$ cat src/rtl/vend_pkg.sv
`default_nettype none
// ============================================================================
//  Module   : vend_pkg
//  Brief    : Shared constants for the vending controller: FSM state
//             encodings and coin-acceptor codes.
//  Revision : 1.0 - initial release
// ============================================================================
package vend_pkg;

    // FSM state encodings; all four codes of the 2-bit field are used
    localparam logic [1:0] c_st_idle   = 2'd0;
    localparam logic [1:0] c_st_accum  = 2'd1;
    localparam logic [1:0] c_st_vend   = 2'd2;
    localparam logic [1:0] c_st_change = 2'd3;

    // Coin codes as delivered by the acceptor front end
    localparam logic [1:0] c_coin_none  = 2'b00;
    localparam logic [1:0] c_coin_sel_a = 2'b01;
    localparam logic [1:0] c_coin_sel_b = 2'b10;
    localparam logic [1:0] c_coin_sel_c = 2'b11;

endpackage : vend_pkg
`default_nettype wire

$ cat src/rtl/vend_coin_decode.sv
`default_nettype none
// ============================================================================
//  Module   : vend_coin_decode
//  Brief    : Combinational coin code to credit-unit decoder. Code 2'b00
//             decodes as illegal with a zero value.
//  Revision : 1.0 - initial release
// ============================================================================
module vend_coin_decode
    import vend_pkg::*;
#(
    parameter int COIN_A = 1,
    parameter int COIN_B = 2,
    parameter int COIN_C = 4,
    parameter int CW     = 4
) (
    input  logic [1:0]    i_coin_sel,
    output logic [CW-1:0] o_value,
    output logic          o_legal
);

    // Map each legal code to its unit value; the unused code yields zero
    always_comb begin
        o_value = '0;
        o_legal = 1'b0;
        case (i_coin_sel)
            c_coin_sel_a: begin
                o_value = CW'(COIN_A);
                o_legal = 1'b1;
            end
            c_coin_sel_b: begin
                o_value = CW'(COIN_B);
                o_legal = 1'b1;
            end
            c_coin_sel_c: begin
                o_value = CW'(COIN_C);
                o_legal = 1'b1;
            end
            default: begin
                o_value = '0;
                o_legal = 1'b0;
            end
        endcase
    end

endmodule : vend_coin_decode
`default_nettype wire

$ cat src/rtl/vend_fsm_param.sv
`default_nettype none
// ============================================================================
//  Module   : vend_fsm_param
//  Brief    : Parametrised vending controller. Accumulates coin credit,
//             requests a product once PRICE is reached, then pays back any
//             surplus or cancelled credit one unit token at a time.
//  Revision : 1.0 - initial release
// ============================================================================
module vend_fsm_param
    import vend_pkg::*;
#(
    parameter  int PRICE      = 6,
    parameter  int COIN_A     = 1,
    parameter  int COIN_B     = 2,
    parameter  int COIN_C     = 4,
    parameter  int MAX_CREDIT = 15,
    localparam int CW         = $clog2(MAX_CREDIT + 1)
) (
    input  logic          clk,
    input  logic          rst,
    input  logic          coin_valid,
    input  logic [1:0]    coin_sel,
    input  logic          cancel,
    input  logic          vend_ready,
    input  logic          change_ready,
    output logic          vend_valid,
    output logic          change_valid,
    output logic          coin_reject,
    output logic [CW-1:0] credit,
    output logic          busy
);

    // One extra bit so an overflowing sum is still comparable to the ceiling
    localparam logic [CW:0]   c_max_credit = (CW + 1)'(MAX_CREDIT);
    localparam logic [CW:0]   c_price      = (CW + 1)'(PRICE);
    localparam logic [CW-1:0] c_one        = CW'(1);

    logic [1:0]    r_state;
    logic [CW-1:0] r_credit;
    logic          r_vend_valid;
    logic          r_change_valid;
    logic          r_coin_reject;
    logic          r_busy;

    logic [CW-1:0] w_value;
    logic          w_legal;
    logic [CW-1:0] w_base;
    logic [CW:0]   w_sum;
    logic          w_open;
    logic          w_coin_ok;
    logic          w_reach;

    vend_coin_decode #(
        .COIN_A (COIN_A),
        .COIN_B (COIN_B),
        .COIN_C (COIN_C),
        .CW     (CW)
    ) u_coin_decode (
        .i_coin_sel (coin_sel),
        .o_value    (w_value),
        .o_legal    (w_legal)
    );

    // In IDLE the running total starts from the coin alone
    assign w_base    = (r_state == c_st_idle) ? '0 : r_credit;
    assign w_sum     = {1'b0, w_base} + {1'b0, w_value};
    assign w_open    = (r_state == c_st_idle) || (r_state == c_st_accum);
    assign w_coin_ok = coin_valid && w_legal && w_open && !cancel
                       && (w_sum <= c_max_credit);
    assign w_reach   = (w_sum >= c_price);

    // Controller FSM together with the credit register and all output flops
    always_ff @(posedge clk) begin
        if (rst) begin
            r_state        <= c_st_idle;
            r_credit       <= '0;
            r_vend_valid   <= 1'b0;
            r_change_valid <= 1'b0;
            r_coin_reject  <= 1'b0;
            r_busy         <= 1'b0;
        end else begin
            // Any presented coin that is not taken is pushed back out
            r_coin_reject <= coin_valid && !w_coin_ok;

            case (r_state)
                c_st_idle, c_st_accum: begin
                    if ((r_state == c_st_accum) && cancel) begin
                        // Credit is always non-zero while accumulating
                        r_state        <= c_st_change;
                        r_change_valid <= 1'b1;
                        r_busy         <= 1'b1;
                    end else if (w_coin_ok) begin
                        r_busy <= 1'b1;
                        if (w_reach) begin
                            r_state      <= c_st_vend;
                            r_credit     <= CW'(w_sum - c_price);
                            r_vend_valid <= 1'b1;
                        end else begin
                            r_state  <= c_st_accum;
                            r_credit <= w_sum[CW-1:0];
                        end
                    end
                end

                c_st_vend: begin
                    if (vend_ready) begin
                        r_vend_valid <= 1'b0;
                        if (r_credit != '0) begin
                            r_state        <= c_st_change;
                            r_change_valid <= 1'b1;
                        end else begin
                            r_state <= c_st_idle;
                            r_busy  <= 1'b0;
                        end
                    end
                end

                c_st_change: begin
                    if (r_credit == '0) begin
                        // Nothing left to pay out; leave rather than stall
                        r_state        <= c_st_idle;
                        r_change_valid <= 1'b0;
                        r_busy         <= 1'b0;
                    end else if (change_ready) begin
                        r_credit <= r_credit - c_one;
                        if (r_credit == c_one) begin
                            r_state        <= c_st_idle;
                            r_change_valid <= 1'b0;
                            r_busy         <= 1'b0;
                        end
                    end
                end

                default: begin
                    r_state        <= c_st_idle;
                    r_credit       <= '0;
                    r_vend_valid   <= 1'b0;
                    r_change_valid <= 1'b0;
                    r_busy         <= 1'b0;
                end
            endcase
        end
    end

    assign vend_valid   = r_vend_valid;
    assign change_valid = r_change_valid;
    assign coin_reject  = r_coin_reject;
    assign credit       = r_credit;
    assign busy         = r_busy;

endmodule : vend_fsm_param
`default_nettype wire

$ cat config.mk
export PLATFORM = sky130hd
export DESIGN_NAME = vend_fsm_param
export DESIGN_NICKNAME = d
export VERILOG_FILES = /design/src/rtl/vend_pkg.sv /design/src/rtl/vend_coin_decode.sv /design/src/rtl/vend_fsm_param.sv
export SDC_FILE = /design/constraint.sdc
export NUM_CORES = 1
export LEC_CHECK = 0
export CAP_MARGIN = 40
export CELL_PAD_IN_SITES_DETAIL_PLACEMENT = 0
export CELL_PAD_IN_SITES_GLOBAL_PLACEMENT = 2
export CORE_UTILIZATION = 27
export DETAILED_ROUTE_END_ITERATION = 8
export GPL_TIMING_DRIVEN = 0
export PLACE_DENSITY_LB_ADDON = 0.1
export SLEW_MARGIN = 20
export SYNTH_ARGS = -nofsm -noshare
export SYNTH_HDL_FRONTEND = slang
export SYNTH_SLANG_ARGS = --single-unit
$ cat constraint.sdc
create_clock -name clk -period 3.1 [get_ports clk]
set_input_delay 0.31 -clock clk [delete_from_list [all_inputs] [get_ports clk]]
set_output_delay 0.31 -clock clk [all_outputs]
set_load 0.02 [all_outputs]
== Word-level counts from Yosys, hierarchy flattened ==
Index checks and enable logic that the tools add are counted.

* Register bits: 10
* Bits of input ports: 8

* Add/subtract/negate cells: 3
* Order comparisons: 2
* Eq/ne operators: 19
* Mux-type cells: 35
* Reduce and logical (&&, ||, !) cells: 21

{| class="wikitable"
|+ Operator list
! cell !! count
|-
| $mux W4 || 6
|-
| $reduce_and A5 Y1 || 4
|-
| $ne A2 B2 Y1 const B || 9
|-
| $mux W2 || 8
|-
| $mux W1 || 15
|-
| $ne A3 B3 Y1 const B || 3
|-
| $pmux W3 S3 || 1
|-
| $eq A2 B2 Y1 const B || 4
|-
| $pmux W4 S2 || 1
|-
| $logic_and A1 B1 Y1 || 6
|-
| $pmux W1 S3 || 2
|-
| $pmux W2 S3 || 1
|-
| $add A4 B3 Y5 || 1
|-
| $ge A5 B3 Y1 const B || 1
|-
| $le A5 B4 Y1 const B || 1
|-
| $eq A2 B1 Y1 const B || 2
|-
| $eq A4 B1 Y1 const B || 1
|-
| $logic_not A4 Y1 || 1
|-
| $reduce_and A4 Y1 || 1
|-
| $reduce_bool A2 Y1 || 2
|-
| $reduce_bool A4 Y1 || 1
|-
| $sub A4 B1 Y4 const B || 1
|-
| $sub A4 B3 Y4 const B || 1
|-
| $reduce_or A3 Y1 || 1
|-
| 5 further kinds || 6
|}

== Logic depth before layout (Yosys ltp) ==
* Depth after elaboration: 10
* Gate-level depth with buffers: 15
* Gate-level depth less buffers: 12

== Modules after synthesis ==
Synthesis repeated with hierarchy kept, for this count alone.

* Cells, all modules: 123
* Area, all modules: 1,024.7 sq um

{| class="wikitable"
|+ By module, submodules not included
! module !! times used !! cells each !! area an instance (sq um) !! sequential area each (sq um)
|-
| vend_fsm_param || 1 || 117 || 984.7 || 200.2
|-
| vend_coin_decode || 1 || 6 || 40.0 || 0.0
|}

== Worst setup path before layout ==
OpenSTA, ideal clock, no wires.

* Path type: reg-to-reg
* Start: register r_state[1]
* End: register r_state[0]
* Setup time: 0.095 ns
* Arrival: 2.997 ns
* Setup slack: 0.007 ns
* Cell stages (with the launch flop): 15
* Path buffers: 2
* Clock period less this slack: 3.093 ns
* Path through: dfxtp_1 -> buf_6 -> clkbuf_1 -> nor2_1 -> nor2_1 -> ha_1 -> fa_1 -> xor2_2 -> ha_1 -> nand2_1 -> a21o_1 -> o31ai_2 -> nor2b_1 -> a21oi_1 -> a221oi_1

* Longest elaborated chain between the ends: 8
* Elaborated cells between the ends (all ways): 23
* Those cells by class: 1 x add/sub; 2 x order compare; 7 x eq/ne; 5 x mux; 8 x reduce/logical

{| class="wikitable"
|+ Ends and longest elaborated chain
! item !! line !! text
|-
| from (decl) || vend_fsm_param.sv:38 || <nowiki>logic [1:0] r_state;</nowiki>
|-
| from (signal assigned) || vend_fsm_param.sv:75 || <nowiki>r_state <= c_st_idle;</nowiki>
|-
| from (signal assigned) || vend_fsm_param.sv:89 || <nowiki>r_state <= c_st_change;</nowiki>
|-
| from (signal assigned) || vend_fsm_param.sv:95 || <nowiki>r_state <= c_st_vend;</nowiki>
|-
| $logic_not A2 Y1 || vend_fsm_param.sv:65, vend_fsm_param.sv:67, vend_fsm_param.sv:85 ||
|-
| $mux W4 || vend_fsm_param.sv:65 || <nowiki>assign w_base = (r_state == c_st_idle) ? '0 : r_credit;</nowiki>
|-
| $add A4 B3 Y5 || vend_fsm_param.sv:66 || <nowiki>assign w_sum = {1'b0, w_base} + {1'b0, w_value};</nowiki>
|-
| $ge A5 B3 Y1 || vend_fsm_param.sv:70 || <nowiki>assign w_reach = (w_sum >= c_price);</nowiki>
|-
| $mux W2 || vend_fsm_param.sv:94 || <nowiki>if (w_reach) begin</nowiki>
|-
| $mux W2 || vend_fsm_param.sv:92 || <nowiki>end else if (w_coin_ok) begin</nowiki>
|-
| $mux W2 || vend_fsm_param.sv:87 || <nowiki>if ((r_state == c_st_accum) && cancel) begin</nowiki>
|-
| $pmux W2 S3 || vend_fsm_param.sv:85 || <nowiki>case (r_state)</nowiki>
|}

Several ways; a longest one is shown, not always the timed one. The select of a mux whose other input is x is not followed.
A chain may end at the register's enable or synchronous reset.

== Worst setup path after layout ==
* Start: input port coin_sel[0]
* End: register r_credit[0], in the netlist credit[0]

* Longest elaborated chain between the ends: 9
* Elaborated cells between the ends (all ways): 20
* Those cells by class: 2 x add/sub; 2 x order compare; 4 x eq/ne; 6 x mux; 6 x reduce/logical

{| class="wikitable"
|+ Ends and longest elaborated chain
! item !! line !! text
|-
| from (decl) || vend_fsm_param.sv:22 || <nowiki>input logic [1:0] coin_sel,</nowiki>
|-
| branches (longest 9 deep; another with $add A4 B3 Y5) || n/a ||
|-
| to (signal assigned) || vend_fsm_param.sv:96 || <nowiki>r_credit <= CW'(w_sum - c_price);</nowiki>
|-
| to (signal assigned) || vend_fsm_param.sv:100 || <nowiki>r_credit <= w_sum[CW-1:0];</nowiki>
|-
| to (signal assigned) || vend_fsm_param.sv:125 || <nowiki>r_credit <= r_credit - c_one;</nowiki>
|-
| to (decl) || vend_fsm_param.sv:39 || <nowiki>logic [CW-1:0] r_credit;</nowiki>
|}

Several ways; the timed one is not identified. The select of a mux whose other input is x is not followed.

==> flow_summary.toml <==
[run_status]
outcome = "completed"

[global_route]
grt_pass1_wl_mm = 4.13
grt_pass1_vias = 853
grt_antenna_before_repair = 0
grt_max_degree = 17
gr-total-overflow = 0
grt.total_usage = 0.156

[drt]
routedWlPerCell_um = 13.9
final_antenna_net_count = 0
drc = 0
totalWireLength_mm = 2.52
dr_total_vias = 906
vias_per_cell = 5.01
dr.pass1.iters = 4
drtIter0Drc = 49

[worst_setup_path]
crit_type = "in2reg"
critPathTopFamily = "adder cells"
critPathLaunchType = "input port"
r2r-end = "credit[0]$_SDFFE_PP0P_"
crit_end = "credit[0]$_SDFFE_PP0P_"
rr_startpoint = "r_state[1]$_SDFFE_PP0P_"
crit_cells = 13
reg2reg_depth = 14
slowest_stage = "clkdlybuf4s50_1"
max_stage_delay_ns = 0.47
endpoint_kind = "register"
path_cells = "clkdlybuf4s50_1 -> nor2b_1 -> ha_1 -> fa_1 -> xor2_2 -> ha_4 -> nand2_1 -> a21o_1 -> o31ai_4 -> and2_4 -> buf_6 -> or3_1 -> a21oi_1"
rrSetupSlack_ns = 0.24
cp_num_buf_inv = 2
worstPathRequired_ns = 3.24
cp_max_fo = 7
crit_start = "coin_sel[0]"
arrival_ns = 3.00

[synth]
yosysWarnings = 0
synthArstFlopShare = 0
synth-main-ff-cell = "dfxtp_1"
synth_cells = 117
synthTopCellsByArea = "dfxtp_1 22%, ha_1 8.1%, a21oi_1 5.9%, nor2_1 4.9%, nor2b_1 4.0%"
synth.avg_cell_area_um2 = 7.92
synth_top_cell_area_share = 0.216
ys_seq_elements = 10
synth_enable_flop_cells = 0
synthesis.nets = 132
synth_seq_area_share = 0.216
synth_cell_types = 45
syn_area_um2 = 927
synth_top_area_cell = "dfxtp_1"

[floorplanning]
dieWidth_um = 60.6
die_area_um2 = 3670
die_h_um = 60.6
initial_core_util = 0.294
placementRows = 20
ioPinCount = 16
core_area_um2 = 3150

[sta]
max_freq_mhz = 349
min_period_ns = 2.87
setup_viol = 0
holdWs_ns = 0.470
setup_ws_ns = 0.232
clock-skew-final_ns = 0.00541
worst_slew_pin_slew_ns = 0.533
grt_setup_unrepaired = "false"
slew_headroom = 0.645
finalHoldViolCount = 0
slew_viol_final = 0
timing.final.crit_share = 0.925

[placed_design]
finalWeightedCongestion = 0.710
place_hpwl_mm = 1.95
port_buffers = 15
place_ws_ns = -0.532

[power]
powerDensity_nw_per_um2 = 420
p_leak_nw = 0.479
ir_worst_vdd_uv = 144

[cts]
cts_max_level = 1
cts_buffers = 3
cts_buffer_depth = 2
cts.sinks = 10
clk_pin_slew_worst_paths_ns = 0.08
clk_latency_ns = 0.27
clock-root-buffer = "clkbuf_4"
cts_tree = "yes"

[final_layout]
antenna_cells = 0
syn_to_final_growth_pct = 30.6
layout-drive-gt1-share = 0.146
nNetsFinal = 153

[min_path]
hp-class = "reg2reg"

[run]
maxCapViolations = 0
==> cell type report <==
type / instances / area (um^2)
plain buffers: 4 / 37.5
clock buffers: 4 / 36.3
fillers: 357 / 1940
inverters: 5 / 18.8
multi-input cells: 97 / 698
flip-flops and latches: 10 / 200
well taps: 44 / 55.1
repair buffers: 17 / 165
==> how the worst min path moves through the flow <==
stage,from,end,slack (ns),cells after the start
final,vend_valid$_SDFFE_PP0P_,vend_valid$_SDFFE_PP0P_,0.47,1
after global routing,vend_valid$_SDFFE_PP0P_,vend_valid$_SDFFE_PP0P_,0.49,1
after CTS,vend_valid$_SDFFE_PP0P_,vend_valid$_SDFFE_PP0P_,0.48,1
after detailed placement,vend_valid$_SDFFE_PP0P_,vend_valid$_SDFFE_PP0P_,0.46,1
after global placement,vend_valid$_SDFFE_PP0P_,vend_valid$_SDFFE_PP0P_,0.45,1
after floorplan,coin_valid,coin_reject$_SDFF_PP0_,0.47,1
==> flip-flops by register name, indices dropped and copies added, names as in the netlist <==
register      count
busy              1
coin_reject       1
r_state           2
change_valid      1
vend_valid        1
credit            4
==> through the flow <==
step | instance area, um^2 | TNS (ns) | util | total power, mW | cells
detailed placement | 1130 | -3.29 | 0.359 | 0.369 | 176
global route | 1210 | 0 | 0.384 | 0.545 | 181
floorplan | 927 | 0 | - | 0.303 | 117
CTS | 1210 | 0 | 0.384 | 0.513 | 181
global placement | 1130 | -3.23 | 0.359 | 0.369 | 176
finish | 1210 | 0 | 0.384 | 0.509 | 181
==> repair_timing <==
action,in CTS,in global routing
resized for setup,6,0
setup buffers,2,0
setup endpoints to repair,9,3
hold buffers,0,0
pin swaps,2,1
==> cell usage after synthesis, types with 2 or more instances <==
cell type	instances
and2_1	5
o31ai_1	2
ha_1	6
nor3_1	3
a21o_1	3
nor2_1	12
dfxtp_1	10
a31oi_1	3
inv_1	4
nand3_1	2
o21ai_1	2
nor2b_1	6
a21oi_1	11
buf_6	3
clkbuf_1	2
or3_1	3
nand2_1	6
o21a_1	2
o21ai_0	6
==> per-layer routing <==
layer | vias up | wire length, um | track usage
li1 | 467 | - | -
met1 | 422 | 1310 | 0.222
met2 | 15 | 1140 | 0.242
met3 | 2 | 52 | 0.0256
met4 | 0 | 25 | 0.0487
met5 | - | 0 | 0
==> cells by family (layout without fill, tap and decap cells) <==
logic type,after synthesis,after routing,share of synthesized area
AND/OR/NAND/NOR,47,47,0.283
AO/OA/AOI/OAI,39,39,0.286
flip-flops,10,10,0.216
buffers and inverters,10,30,0.0648
adder cells (fa/ha/maj),7,7,0.103
XOR/XNOR,3,3,0.0364
multiplexers,1,1,0.0108
==> power breakdown <==
part	leakage (nW)	internal (mW)	switching [mW]
clock network	0.0210	0.0713	0.0533
registers	0.0820	0.144	0.0112
logic	0.376	0.105	0.124
total	0.479	0.320	0.189
==> cells in the final DEF (no fill, tap or decap), drive strengths merged, types with 2 or more instances in the layout <==
cell / Yosys / final
xor2: 2 / 2
nor3: 4 / 4
o21ai: 8 / 8
a21oi: 11 / 11
a31oi: 3 / 3
o31ai: 3 / 3
and2: 6 / 6
o21a: 2 / 2
clkbuf: 2 / 5
nor2b: 6 / 6
ha: 6 / 6
nand2: 6 / 6
buf: 3 / 5
inv: 5 / 5
dfxtp: 10 / 10
or3: 3 / 3
nand3: 2 / 2
a21o: 3 / 3
nor2: 13 / 13
clkdlybuf4s50: 0 / 15
Power figures use the tool's default switching activity.
